$ cat src/rtl/psychic5_loader_pkg.sv
// psychic5_loader_pkg: shared FSM/region types and default download-image layout.
package psychic5_loader_pkg;
  typedef enum logic [1:0] {S_IDLE, S_SETUP, S_STROBE, S_HOLD} state_t;
  typedef enum logic [2:0] {R_NONE, R_SDRAM, R_SOUND, R_TMBG, R_TMFG, R_GRAY, R_SEQ} region_t;
  localparam logic [24:0] SOUNDROM_BASE_DEF = 25'h40000;
  localparam logic [24:0] TMBGROM_BASE_DEF  = 25'h48000;
  localparam logic [24:0] TMFGROM_BASE_DEF  = 25'h68000;
  localparam logic [24:0] GRAYLUT_BASE_DEF  = 25'h70000;
  localparam logic [24:0] SEQROM_BASE_DEF   = 25'h70100;
  localparam logic [24:0] IMAGE_END_DEF     = 25'h70200;
  // Active-low chip selects ordered {sound, tmbg, tmfg, gray, seq}
  function automatic logic [4:0] region_cs_n(region_t r);
    return r == R_SOUND ? 5'b01111 :
           r == R_TMBG  ? 5'b10111 :
           r == R_TMFG  ? 5'b11011 :
           r == R_GRAY  ? 5'b11101 :
           r == R_SEQ   ? 5'b11110 : 5'b11111;
  endfunction
endpackage

$ cat src/rtl/psychic5_region_decode.sv
// psychic5_region_decode: maps a download offset to its target region and region-relative address.
module psychic5_region_decode
  import psychic5_loader_pkg::*;
#(
  parameter logic [24:0] SOUNDROM_BASE = SOUNDROM_BASE_DEF,
  parameter logic [24:0] TMBGROM_BASE  = TMBGROM_BASE_DEF,
  parameter logic [24:0] TMFGROM_BASE  = TMFGROM_BASE_DEF,
  parameter logic [24:0] GRAYLUT_BASE  = GRAYLUT_BASE_DEF,
  parameter logic [24:0] SEQROM_BASE   = SEQROM_BASE_DEF,
  parameter logic [24:0] IMAGE_END     = IMAGE_END_DEF
) (
  input  logic [24:0] i_addr,
  output region_t     o_region,
  output logic [16:0] o_rel
);
  logic [16:0] base;
  assign o_region = i_addr < SOUNDROM_BASE ? R_SDRAM :
                    i_addr < TMBGROM_BASE  ? R_SOUND :
                    i_addr < TMFGROM_BASE  ? R_TMBG  :
                    i_addr < GRAYLUT_BASE  ? R_TMFG  :
                    i_addr < SEQROM_BASE   ? R_GRAY  :
                    i_addr < IMAGE_END     ? R_SEQ   : R_NONE;
  assign base = o_region == R_SOUND ? SOUNDROM_BASE[16:0] :
                o_region == R_TMBG  ? TMBGROM_BASE[16:0]  :
                o_region == R_TMFG  ? TMFGROM_BASE[16:0]  :
                o_region == R_GRAY  ? GRAYLUT_BASE[16:0]  :
                o_region == R_SEQ   ? SEQROM_BASE[16:0]   : 17'd0;
  // Subtracting in 17 bits gives the same result as the full-width difference truncated
  assign o_rel = i_addr[16:0] - base;
endmodule

$ cat src/rtl/psychic5_bram_loader.sv
// psychic5_bram_loader: turns the ROM-download byte stream into timed BRAM programming-bus writes
// with a one-byte skid buffer, and holds the core in soft reset while a download runs.
module psychic5_bram_loader
  import psychic5_loader_pkg::*;
#(
  parameter logic [24:0] SOUNDROM_BASE = SOUNDROM_BASE_DEF,
  parameter logic [24:0] TMBGROM_BASE  = TMBGROM_BASE_DEF,
  parameter logic [24:0] TMFGROM_BASE  = TMFGROM_BASE_DEF,
  parameter logic [24:0] GRAYLUT_BASE  = GRAYLUT_BASE_DEF,
  parameter logic [24:0] SEQROM_BASE   = SEQROM_BASE_DEF,
  parameter logic [24:0] IMAGE_END     = IMAGE_END_DEF,
  parameter int unsigned WR_PULSE      = 2
) (
  input  logic        i_EMU_MCLK,
  input  logic        i_EMU_INITRST_n,
  input  logic        i_DL_EN,
  input  logic [24:0] i_DL_ADDR,
  input  logic [7:0]  i_DL_DATA,
  input  logic        i_DL_WR,
  output logic        o_DL_WAIT,
  output logic        o_DL_OVERRUN,
  output logic        o_DL_SDRAM_SEL,
  output logic [16:0] o_EMU_BRAM_ADDR,
  output logic [7:0]  o_EMU_BRAM_DATA,
  output logic        o_EMU_BRAM_WR_n,
  output logic        o_EMU_BRAM_SOUNDROM_CS_n,
  output logic        o_EMU_BRAM_TMBGROM_CS_n,
  output logic        o_EMU_BRAM_TMFGROM_CS_n,
  output logic        o_EMU_BRAM_GRAYLUT_CS_n,
  output logic        o_EMU_BRAM_SEQROM_CS_n,
  output logic        o_EMU_SOFTRST_n,
  output logic        o_LOAD_DONE
);
  region_t     region;
  logic [16:0] rel;
  psychic5_region_decode #(
    .SOUNDROM_BASE(SOUNDROM_BASE), .TMBGROM_BASE(TMBGROM_BASE), .TMFGROM_BASE(TMFGROM_BASE),
    .GRAYLUT_BASE(GRAYLUT_BASE), .SEQROM_BASE(SEQROM_BASE), .IMAGE_END(IMAGE_END)
  ) u_dec (
    .i_addr(i_DL_ADDR),
    .o_region(region),
    .o_rel(rel)
  );
  state_t      state_q, state_d;
  logic [3:0]  cnt_q, cnt_d;
  logic [16:0] addr_q, addr_d, skid_addr_q, skid_addr_d;
  logic [7:0]  data_q, data_d, skid_data_q, skid_data_d;
  logic [4:0]  sel_q, sel_d, skid_sel_q, skid_sel_d, cs_n_q, cs_n_d;
  logic        skid_vld_q, skid_vld_d, wr_n_q, wr_n_d, sdram_sel_q, sdram_sel_d;
  logic        overrun_q, overrun_d, softrst_n_q, softrst_n_d, load_done_q, load_done_d;
  logic        dl_en_q, got_q, got_d, fall_pend_q, fall_pend_d;
  logic [4:0]  new_sel;
  logic        free, is_bram, launch, skid_we, drop, rise, fall, release_now;
  always_comb begin
    new_sel     = region_cs_n(region);
    // HOLD ends this edge, so the FSM may accept a new launch just like in IDLE
    free        = state_q == S_IDLE || state_q == S_HOLD;
    is_bram     = i_DL_WR && new_sel != 5'h1f;
    launch      = free && (skid_vld_q || is_bram);
    drop        = is_bram && !free && skid_vld_q;
    skid_we     = is_bram && (free ? skid_vld_q : !skid_vld_q);
    state_d     = launch ? S_SETUP :
                  state_q == S_SETUP ? S_STROBE :
                  state_q == S_STROBE ? (cnt_q == 4'd0 ? S_HOLD : S_STROBE) : S_IDLE;
    cnt_d       = state_q == S_SETUP ? 4'(WR_PULSE - 1) : cnt_q - {3'b0, state_q == S_STROBE};
    addr_d      = launch ? (skid_vld_q ? skid_addr_q : rel) : addr_q;
    data_d      = launch ? (skid_vld_q ? skid_data_q : i_DL_DATA) : data_q;
    sel_d       = launch ? (skid_vld_q ? skid_sel_q : new_sel) : sel_q;
    skid_addr_d = skid_we ? rel : skid_addr_q;
    skid_data_d = skid_we ? i_DL_DATA : skid_data_q;
    skid_sel_d  = skid_we ? new_sel : skid_sel_q;
    skid_vld_d  = free ? (skid_vld_q && is_bram) : (skid_vld_q || is_bram);
    overrun_d   = overrun_q || drop;
    sdram_sel_d = i_DL_WR && region == R_SDRAM;
    wr_n_d      = state_d != S_STROBE;
    cs_n_d      = state_d == S_IDLE ? 5'h1f : sel_d;
    rise        = i_DL_EN && !dl_en_q;
    fall        = !i_DL_EN && dl_en_q;
    got_d       = (got_q && !rise) || (i_DL_WR && region != R_NONE && !drop);
    release_now = (fall_pend_q || fall) && !rise && state_d == S_IDLE && !skid_vld_d;
    fall_pend_d = (fall_pend_q || fall) && !rise && !release_now;
    softrst_n_d = rise ? 1'b0 : (release_now && got_d) ? 1'b1 : softrst_n_q;
    load_done_d = rise ? 1'b0 : (release_now && got_d) ? 1'b1 : load_done_q;
  end
  always_ff @(posedge i_EMU_MCLK or negedge i_EMU_INITRST_n) begin
    if (!i_EMU_INITRST_n) begin
      state_q     <= S_IDLE;
      cnt_q       <= '0;
      addr_q      <= '0;
      data_q      <= '0;
      sel_q       <= 5'h1f;
      skid_addr_q <= '0;
      skid_data_q <= '0;
      skid_sel_q  <= 5'h1f;
      skid_vld_q  <= 1'b0;
      wr_n_q      <= 1'b1;
      cs_n_q      <= 5'h1f;
      sdram_sel_q <= 1'b0;
      overrun_q   <= 1'b0;
      softrst_n_q <= 1'b0;
      load_done_q <= 1'b0;
      dl_en_q     <= 1'b0;
      got_q       <= 1'b0;
      fall_pend_q <= 1'b0;
    end else begin
      state_q     <= state_d;
      cnt_q       <= cnt_d;
      addr_q      <= addr_d;
      data_q      <= data_d;
      sel_q       <= sel_d;
      skid_addr_q <= skid_addr_d;
      skid_data_q <= skid_data_d;
      skid_sel_q  <= skid_sel_d;
      skid_vld_q  <= skid_vld_d;
      wr_n_q      <= wr_n_d;
      cs_n_q      <= cs_n_d;
      sdram_sel_q <= sdram_sel_d;
      overrun_q   <= overrun_d;
      softrst_n_q <= softrst_n_d;
      load_done_q <= load_done_d;
      dl_en_q     <= i_DL_EN;
      got_q       <= got_d;
      fall_pend_q <= fall_pend_d;
    end
  end
  assign o_DL_WAIT                = skid_vld_q;
  assign o_DL_OVERRUN             = overrun_q;
  assign o_DL_SDRAM_SEL           = sdram_sel_q;
  assign o_EMU_BRAM_ADDR          = addr_q;
  assign o_EMU_BRAM_DATA          = data_q;
  assign o_EMU_BRAM_WR_n          = wr_n_q;
  assign o_EMU_BRAM_SOUNDROM_CS_n = cs_n_q[4];
  assign o_EMU_BRAM_TMBGROM_CS_n  = cs_n_q[3];
  assign o_EMU_BRAM_TMFGROM_CS_n  = cs_n_q[2];
  assign o_EMU_BRAM_GRAYLUT_CS_n  = cs_n_q[1];
  assign o_EMU_BRAM_SEQROM_CS_n   = cs_n_q[0];
  assign o_EMU_SOFTRST_n          = softrst_n_q;
  assign o_LOAD_DONE              = load_done_q;
endmodule

$ cat config.mk
export PLATFORM = sky130hd
export DESIGN_NAME = psychic5_bram_loader
export DESIGN_NICKNAME = d
export VERILOG_FILES = /design/src/rtl/psychic5_loader_pkg.sv /design/src/rtl/psychic5_region_decode.sv /design/src/rtl/psychic5_bram_loader.sv
export SDC_FILE = /design/constraint.sdc
export NUM_CORES = 1
export LEC_CHECK = 0
export CAP_MARGIN = 25
export CORE_MARGIN = 8
export CORE_UTILIZATION = 30
export CTS_CLUSTER_DIAMETER = 120
export DETAILED_ROUTE_END_ITERATION = 10
export SETUP_SLACK_MARGIN = 0.05
export SYNTH_ARGS = -nofsm -noshare
export SYNTH_HDL_FRONTEND = slang
export SYNTH_HIERARCHICAL = 1
export SYNTH_SLANG_ARGS = --single-unit
export TNS_END_PERCENT = 20
$ cat constraint.sdc
create_clock -name i_EMU_MCLK -period 2.4 [get_ports i_EMU_MCLK]
set_input_delay 0.48 -clock i_EMU_MCLK [delete_from_list [all_inputs] [get_ports i_EMU_MCLK]]
set_output_delay 0.48 -clock i_EMU_MCLK [all_outputs]
set_load 0.01 [all_outputs]
==> results of run 1 <==
[report_power, final]
part | internal [mW] | switching, mW
Clock | 0.733 | 0.540
Combinational | 0.526 | 0.424
Sequential | 1.60 | 0.125
[cells in the mapped netlist (2+ instances only)]
library cell | count | area, um2
dfrtp_1 | 63 | 1580
nor2_1 | 44 | 165
a21oi_1 | 33 | 165
mux2_2 | 27 | 304
mux2i_1 | 25 | 250
nand2_1 | 18 | 67.6
dfstp_2 | 16 | 420
inv_1 | 13 | 48.8
buf_4 | 12 | 90.1
buf_2 | 10 | 50.1
nand2b_1 | 10 | 62.6
o21ai_0 | 9 | 45.0
ha_1 | 7 | 87.6
xor2_1 | 6 | 52.6
and3b_1 | 3 | 26.3
buf_6 | 3 | 33.8
mux2_1 | 3 | 33.8
nand4_1 | 3 | 18.8
nor3b_1 | 3 | 22.5
or2_2 | 3 | 18.8
xnor2_1 | 3 | 26.3
nor3_1 | 2 | 10.0
o21a_1 | 2 | 15.0
[routing by layer]
layer  routed length, um  vias to the layer above  part of all wire  track usage
li1                    -                     1373                 -            -
met1                4120                     1397              0.43        0.139
met2                4980                       53              0.52        0.206
met3                 386                       17             0.040       0.0354
met4                 175                        0             0.018       0.0490
met5                   0                        -                 0            0
[cells in the final DEF, fill, tap and decap left out, drive strengths merged, types with 4 or more instances in the layout]
| cell type | instances |
|---|---|
| inv | 14 |
| mux2 | 30 |
| dfrtp | 63 |
| dlygate4sd2 | 4 |
| mux2i | 25 |
| clkdlybuf4s50 | 54 |
| clkdlybuf4s15 | 5 |
| nor3 | 4 |
| nand2 | 18 |
| clkbuf | 18 |
| nor2 | 44 |
| buf | 53 |
| ha | 7 |
| dfstp | 16 |
| o21ai | 10 |
| xor2 | 6 |
| nand2b | 10 |
| a21oi | 33 |
[logic make-up (layout without fill, tap and decap cells)]
group	count (synthesis)	after routing
adders and majority gates	7	7
buffers and inverters	38	153
DFF	79	79
muxes	55	55
xor gates and xnor gates	9	9
AOI/OAI and AO/OA	56	56
and+or+nand+nor	95	95
[critical path, stage by stage]
cell,delay [ps]
dlygate4sd2_1,310
o21a_1,190
buf_4,110
nor2_1,30
o22a_2,250
buf_6,130
and3_4,180
nor3_4,210
buf_6,160
buf_12,130
mux2_2,340
[worst min-delay path by stage]
stage                     slack, ps             from             end  cells past startpoint
after floorplan                 180  i_EMU_INITRST_n        cnt_q[0]                      0
after global placement          470   skid_data_q[6]  skid_data_q[6]                      1
after detailed placement        470     o_DL_OVERRUN    o_DL_OVERRUN                      1
after CTS                       160  i_EMU_INITRST_n     o_LOAD_DONE                      1
after global routing            200  i_EMU_INITRST_n           got_q                      1
final                           140  i_EMU_INITRST_n           got_q                      1
[area by class of cell]
type / instances / area [um2]
clock buffers: 12 / 246
clock inverters: 4 / 30.0
fillers: 1149 / 6820
inverters: 13 / 48.8
multi-input cells: 222 / 1810
flip-flops and latches: 79 / 2000
well taps: 172 / 215
repair buffers: 124 / 1300
[through the flow]
step                utilization  instance area (um2)  instances  setup slack (ps)  power, mW
finish                    0.453                 5640        626              82.9       3.94
global route              0.453                 5640        626              3.05       4.17
CTS                       0.438                 5460        622              44.9       3.98
detailed placement        0.395                 4920        595              -658       2.64
global placement          0.395                 4920        595              -570       2.62
floorplan                     -                 3820        339             -23.9       2.12
[sequential cells by signal (all words and copies together), names as in the netlist, 2 cells and up]
signal,count
cnt_q,4
cs_n_q,5
o_EMU_BRAM_ADDR,17
o_EMU_BRAM_DATA,8
sel_q,5
skid_addr_q,17
skid_data_q,8
skid_sel_q,5
state_q,2
[timing repair]
item	4_1_cts	5_1_grt
cloned	3	3
pin swaps	19	11
resized for setup	58	43
buffers inserted	8	1
endpoints found under the setup margin	69	67
==> flow_metrics.env, run 1 <==
export IMPL_power_density_nw_per_um2=699
export IMPL_drive_gt1_frac=0.350
export IMPL_fmax_mhz=432
export IMPL_wl_um=9670
export IMPL_antenna_found_initial=0
export IMPL_maxCapViolCount=0
export IMPL_clkLatencyLatePin_ps=340
export IMPL_cts_root_buf="clkbuf_16"
export IMPL_grt_max_degree=46
export IMPL_avgRoutedWirePerCell_um=15.4
export IMPL_ys_seq_area_frac=0.529
export IMPL_drc=0
export IMPL_worstMarginPinSlew_ps=589
export IMPL_synthMuxAreaShare=0.156
export IMPL_hold_path_class="in -> async"
export IMPL_cts_sinks=79
export IMPL_fin_crit_ps=2320
export IMPL_dp_hpwl_um=6230
export IMPL_dr_pass1_iters=6
export IMPL_status="completed"
export IMPL_hold_viol=0
export IMPL_r2r_start="state_q[0]"
export IMPL_rows=41
export IMPL_synth_xor_area_frac=0.0209
export IMPL_setup_viol=0
export IMPL_synth_edf_count=0
export IMPL_gr_usage_all_layers=0.121
export IMPL_worstPathRequired_ps=2620
export IMPL_criticalPathCategory="in -> reg"
export IMPL_synth_compound_area_frac=0.0848
export IMPL_die_area_um2=16400
export IMPL_leakage_nw=2.45
export IMPL_slew_headroom=0.607
export IMPL_endpoint="skid_data_q[1]"
export IMPL_slew_viol_final=0
export IMPL_core_um2=12500
export IMPL_die_width_um=128
export IMPL_ys_async_sr_fraction=1.00
export IMPL_ir_worst_vdd_mv=0.342
export IMPL_drt_initial_drc_count=114
export IMPL_yosysWarnings=6
export IMPL_vias=2840
export IMPL_synth_fp_nets=383
export IMPL_synthCells=339
export IMPL_grt_setup_unrepaired="yes"
export IMPL_finalCritPeriodShare=0.965
export IMPL_synthesis_area_um2=3780
export IMPL_fin_skew_ps=4.95
export IMPL_crit_arrival_ps=2530
export IMPL_start_util=0.303
export IMPL_critPathLaunch="i_DL_ADDR[16]"
export IMPL_crit_path_end_kind="flip-flop"
export IMPL_grt_overflow_total=0
export IMPL_grt_pass1_vias=3028
export IMPL_synth_ff_type="dfrtp_1"
export IMPL_r2r_setup_slack_ps=410
export IMPL_timing_hold_ws_ps=143
export IMPL_r2r_end="skid_data_q[1]"
export IMPL_post_synth_num_cell_types=44
export IMPL_synth_top_family_by_area="multiplexers"
export IMPL_antenna_cells=0
export IMPL_htree_levels=3
export IMPL_tns_ps=0
export IMPL_dieHeight_um=128
export IMPL_place_port_buffers=72
export IMPL_ys_seq_elements=79
export IMPL_grt_pass1_wl_um=15500
export IMPL_cts_buffer_depth=2
export IMPL_gp_congestion=0.791
export IMPL_crit_path_start_kind="input port"
export IMPL_cts_reportedPaths_clkPinSlew_ps=60
export IMPL_synth_fa_ha_area_frac=0.0232
export IMPL_hold_buffers=0
export IMPL_vias_per_cell=4.54
export IMPL_ios=73
export IMPL_layout_nets=493
export IMPL_cts_buffers=9
export IMPL_area_delta_synth_final_pct=49.4
export IMPL_path_max_fanout=7
export IMPL_synth_simple_area_share=0.128
export IMPL_avgSynthCellArea_um2=11.1
export IMPL_worstRegToRegCells=7
export IMPL_tritoncts="built"
export IMPL_ant_nets=0
(Power assumes the default switching activity.)
==> run 2: changes to the inputs <==
clock period = 2.8 ns   (was 2.4 ns; I/O delays follow)
==> run 2 against run 1 <==
Effect of this change: global-route usage is 1.4 points lower; largest power group unchanged; final area is 4.2% lower; clock power is 9% higher; sequential power is 15% lower; critical path depth stayed put; non-clock buffer count is 12 lower; count of clock-buffer cells in the layout is 2 lower; via count is 2.5% lower.
==> flow_metrics.env, run 2 (synthesis gave the netlist of run 1 again) <==
export IMPL_status="completed"
export IMPL_grt_max_degree=71
export IMPL_vias=2769
export IMPL_fmax_mhz=371
export IMPL_slew_viol_final=0
export IMPL_worstMarginPinSlew_ps=921
export IMPL_cts_sinks=79
export IMPL_layout_nets=481
export IMPL_p_clk_frac=0.377
export IMPL_drt_initial_drc_count=139
export IMPL_antenna_found_initial=0
export IMPL_rows=41
export IMPL_wl_um=8680
export IMPL_slew_headroom=0.386
export IMPL_ios=73
export IMPL_switchingPower_uw=936
export IMPL_antenna_cells=0
export IMPL_place_port_buffers=72
export IMPL_pre_cts_ws_ps=-382
export IMPL_p_seq_frac=0.400
export IMPL_hold_path_class="in -> async"
export IMPL_ant_nets=0
export IMPL_crit_path_end_kind="flip-flop"
export IMPL_cts_buffer_depth=2
export IMPL_fin_skew_ps=7.64
export IMPL_htree_levels=3
export IMPL_die_width_um=128
export IMPL_r2r_end="skid_data_q[6]"
export IMPL_grt_pass1_vias=2907
export IMPL_p_comb_frac=0.223
export IMPL_critPathLaunch="i_DL_ADDR[21]"
export IMPL_dr_pass1_iters=4
export IMPL_worstRegToRegCells=7
export IMPL_hold_buffers=0
export IMPL_power_density_nw_per_um2=677
export IMPL_grt_pass1_wl_um=14000
export IMPL_p_sw_frac=0.256
export IMPL_p_int_mw=2.72
export IMPL_dp_hpwl_um=6020
export IMPL_crit_arrival_ps=2960
export IMPL_clkLatencyLatePin_ps=340
export IMPL_final_common_cell="clkdlybuf4s50_1"
export IMPL_setup_ws_ps=107
export IMPL_worstPathRequired_ps=3060
export IMPL_total_power_mw=3.66
export IMPL_layout_common_cells="clkdlybuf4s50_1, dfrtp_1, nor2_1"
export IMPL_setup_viol=0
export IMPL_path_max_fanout=8
export IMPL_ir_worst_vdd_mv=0.346
export IMPL_avgRoutedWirePerCell_um=14.1
export IMPL_die_area_um2=16400
export IMPL_fin_crit_ps=2690
export IMPL_gr_usage_all_layers=0.107
export IMPL_cts_reportedPaths_clkPinSlew_ps=60
export IMPL_maxCapViolCount=0
export IMPL_drive_gt1_frac=0.276
export IMPL_area_delta_synth_final_pct=43.2
export IMPL_cts_root_buf="clkbuf_16"
export IMPL_num_fill_cells=1153
export IMPL_start_util=0.303
export IMPL_core_um2=12500
export IMPL_drc=0
export IMPL_crit_path_start_kind="input port"
export IMPL_endpoint="cs_n_q[3]"
export IMPL_hold_viol=0
export IMPL_tritoncts="built"
export IMPL_grt_overflow_total=0
export IMPL_criticalPathCategory="in -> reg"
export IMPL_dieHeight_um=128
export IMPL_gp_congestion=0.819
export IMPL_r2r_start="state_q[0]"
export IMPL_leakage_nw=2.40
export IMPL_finalCritPeriodShare=0.962
export IMPL_cts_buffers=9
export IMPL_vias_per_cell=4.51
export IMPL_r2r_setup_slack_ps=840
-- run 2: cell types whose count changed in the layout (fill, tap and decap cells not counted), moves of 4 or more --
cell and change:
a21oi_1 +4, a21oi_2 -4, buf_6 -8, clkdlybuf4s15_1 -4, clkdlybuf4s50_1 +11, dlygate4sd2_1 -4, dlymetal6s2s_1 +4, nor2_1 +9
nor2_2 -6
-- run 2: per-stage QoR --
step | hold WS (ps) | setup TNS (ps) | util | area, um2 | cells
floorplan | 264 | 0 | - | 3780 | 339
global placement | 468 | -15190 | 0.383 | 4780 | 588
detailed placement | 475 | -20860 | 0.383 | 4780 | 588
CTS | 393 | 0 | 0.413 | 5150 | 605
global route | 423 | -16.8 | 0.434 | 5410 | 614
finish | 340 | 0 | 0.434 | 5410 | 614
-- run 2: critical path, cell delays in order --
cell	delay (ps)
clkdlybuf4s50_1	410
nor4_2	200
nand4_1	250
nor3_4	190
o22a_1	240
buf_4	140
o211ai_1	150
o22ai_4	190
buf_12	170
mux2_4	310
nand2b_4	130
-- run 2: how the worst min path moves through the flow --
stage	start	slack (ps)	to
after global routing	i_EMU_INITRST_n	420	cnt_q[2]
after global placement	skid_data_q[6]	470	skid_data_q[6]
after floorplan	i_EMU_INITRST_n	260	cnt_q[0]
after CTS	i_EMU_INITRST_n	390	cnt_q[2]
final	i_EMU_INITRST_n	340	cnt_q[2]
after detailed placement	o_DL_OVERRUN	480	o_DL_OVERRUN
-- run 2: power groups by stage --
stage	clock network [mW]	registers, mW	logic, mW
finish	1.38	1.46	0.817
global route	1.46	1.49	0.908
CTS	1.41	1.47	0.770
detailed placement	0	1.49	0.764
global placement	0	1.48	0.749
floorplan	0	1.52	0.292
-- run 2: layout make-up --
class	count	area, um2	share of cell area
clock buffers	10	239	0.0442
clock inverters	6	115	0.0213
inverters	13	48.8	0.00903
multi-input cells	222	1690	0.312
flip-flops and latches	79	2000	0.370
well taps	172	215	0.0398
repair buffers	112	1100	0.204
-- run 2: repair_timing --
action | 4_1_cts | 5_1_grt
pin swaps | 1 | 11
cloned | 0 | 2
setup endpoints to repair | 49 | 65
buffers inserted | 1 | 7
gates resized for setup | 3 | 32
-- run 2: per-layer routing --
layer	wire, um	global-route usage
met2	4190	0.172
met5	0	0
met1	3930	0.129
met4	145	0.0462
met3	416	0.0324
==> run 3: changes to the inputs <==
ABC_CLOCK_PERIOD_IN_PS = 2900   (was not set)
clock period = 2.9 ns   (was 2.8 ns; I/O delays follow)
==> run 3 against run 2 <==
Effect of this change: via count is 0.79% lower; sequential power is 3% lower; combinational power is 11% lower; critical path depth is 1 lower; power is 7.2% lower; die area stayed put; clock power is 9% lower; worst hold slack better by 32 ps; clock skew is 3.5 ps lower; sequential cell count stayed put; global-route usage is 0.14 points higher; sequential share of layout area is 1.5 points higher.
==> flow_metrics.env, run 3 (synthesis gave the netlist of run 1 again) <==
export IMPL_crit_arrival_ps=2990
export IMPL_vias_per_cell=4.51
export IMPL_layout_common_cells="clkdlybuf4s50_1, dfrtp_1, nor2_1"
export IMPL_power_density_nw_per_um2=653
export IMPL_grt_setup_unrepaired="yes"
export IMPL_slew_headroom=0.400
export IMPL_htree_levels=3
export IMPL_timing_hold_ws_ps=372
export IMPL_cts_buffers=9
export IMPL_path_max_fanout=10
export IMPL_placed_cell_area_um2=4780
export IMPL_grt_util_met1=0.131
export IMPL_slew_viol_final=0
export IMPL_r2r_end="cs_n_q[2]"
export IMPL_num_fill_cells=1191
export IMPL_avgRoutedWirePerCell_um=13.8
export IMPL_place_port_buffers=72
export IMPL_gr_usage_met3=0.0387
export IMPL_ios=73
export IMPL_cts_buffer_depth=2
export IMPL_grt_pass1_vias=2924
export IMPL_final_common_cell="clkdlybuf4s50_1"
export IMPL_start_util=0.303
export IMPL_fin_skew_ps=4.11
export IMPL_cts_sinks=79
export IMPL_status="completed"
export IMPL_placed_cells=588
export IMPL_layout_nets=476
export IMPL_fin_crit_ps=2770
export IMPL_grt_overflow_total=0
export IMPL_drt_initial_drc_count=91
export IMPL_dieHeight_um=128
export IMPL_final_util=0.417
export IMPL_leakage_nw=2.25
export IMPL_fin_area_um2=5200
export IMPL_grt_pass1_wl_um=14200
export IMPL_ir_worst_vdd_mv=0.273
export IMPL_rows=41
export IMPL_worstMarginPinSlew_ps=899
export IMPL_vias=2747
export IMPL_antenna_found_initial=0
export IMPL_maxCapViolCount=0
export IMPL_wl_um=8390
export IMPL_finalCritPeriodShare=0.956
export IMPL_worstRegToRegCells=7
export IMPL_fmax_mhz=361
export IMPL_drive_gt1_frac=0.249
export IMPL_grt_max_degree=71
export IMPL_ant_nets=0
export IMPL_r2r_setup_slack_ps=1010
export IMPL_die_area_um2=16400
export IMPL_core_um2=12500
export IMPL_tns_ps=0
export IMPL_hold_path_class="in -> async"
export IMPL_crit_path_start_kind="input port"
export IMPL_crit_path_end_kind="flip-flop"
export IMPL_grtUsageMet2=0.172
export IMPL_tritoncts="built"
export IMPL_hold_buffers=0
export IMPL_cts_root_buf="clkbuf_16"
export IMPL_cts_reportedPaths_clkPinSlew_ps=60
export IMPL_r2r_start="state_q[0]"
export IMPL_grt_busiest_layer="met2"
export IMPL_die_width_um=128
export IMPL_drc=0
export IMPL_area_delta_synth_final_pct=37.7
export IMPL_antenna_cells=0
export IMPL_gr_usage_all_layers=0.108
export IMPL_dp_hpwl_um=6020
export IMPL_hold_viol=0
export IMPL_criticalPathCategory="in -> reg"
export IMPL_clkLatencyLatePin_ps=330
export IMPL_gp_congestion=0.819
export IMPL_setup_viol=0
export IMPL_finalNonFillerCells=609
export IMPL_dr_pass1_iters=4
export IMPL_worstPathRequired_ps=3120
[run 3: cell types whose count changed in the layout (fill, tap and decap cells not counted), moves of 2 or more]
cell / delta
dlymetal6s2s_1: -6
nand2b_4: -5
mux2_4: -5
nand2b_1: +5
inv_6: -2
clkinv_2: +2
clkdlybuf4s50_1: +6
nor3b_1: +2
buf_12: -2
mux2_2: +5
nor3b_2: -2
[run 3: what timing repair did]
item | in CTS | in global routing
endpoints found under the setup margin | 4 | 63
buffers inserted | 0 | 5
pin swaps | 0 | 6
resized for setup | 1 | 7
[run 3: per-layer routing]
metal	routed length [um]	vias up	share of wire
met3	460	10	0.055
li1	-	1335	-
met5	0	-	0
met2	4040	48	0.48
met4	112	0	0.013
met1	3770	1354	0.45
[run 3: worst max path at each step]
stage                                  to     startpoint  cells past startpoint
final                      skid_addr_q[0]  i_DL_ADDR[21]                     10
after global routing        skid_sel_q[0]  i_DL_ADDR[21]                     12
after CTS                  skid_addr_q[3]  i_DL_ADDR[21]                      9
after detailed placement   skid_addr_q[3]  i_DL_ADDR[21]                      9
after global placement    skid_addr_q[14]  i_DL_ADDR[21]                     10
after floorplan            skid_data_q[0]  i_DL_ADDR[21]                      9
[run 3: final cells by class]
cell class / instances / area (um2) / area share
clock buffers: 11 / 254 / 0.0488
flip-flops and latches: 79 / 2000 / 0.384
well taps: 172 / 215 / 0.0414
clock inverters: 5 / 78.8 / 0.0152
multi-input cells: 222 / 1600 / 0.308
inverters: 13 / 48.8 / 0.00938
repair buffers: 107 / 1000 / 0.192
[run 3: metrics by stage]
| step | power (mW) | setup WS, ps |
|---|---|---|
| global placement | 2.15 | -224 |
| CTS | 3.45 | 106 |
| detailed placement | 2.17 | -301 |
| floorplan | 1.75 | 191 |
| finish | 3.40 | 126 |
| global route | 3.59 | -29.1 |
[run 3: worst max-delay path: stages]
cell and delay (ps):
clkdlybuf4s50_1 410, nor4_2 330, nand4_1 170, buf_4 180
nor3_2 160, o22a_1 220, o21ai_1 120, nor3_4 210
buf_4 230, mux2_2 360
[run 3: where the power goes]
group          internal, mW  switching, mW  leakage [nW]
Clock                 0.805          0.452         0.165
Combinational         0.403          0.325          1.08
Sequential             1.32         0.0918          1.01
Total                  2.53          0.869          2.25
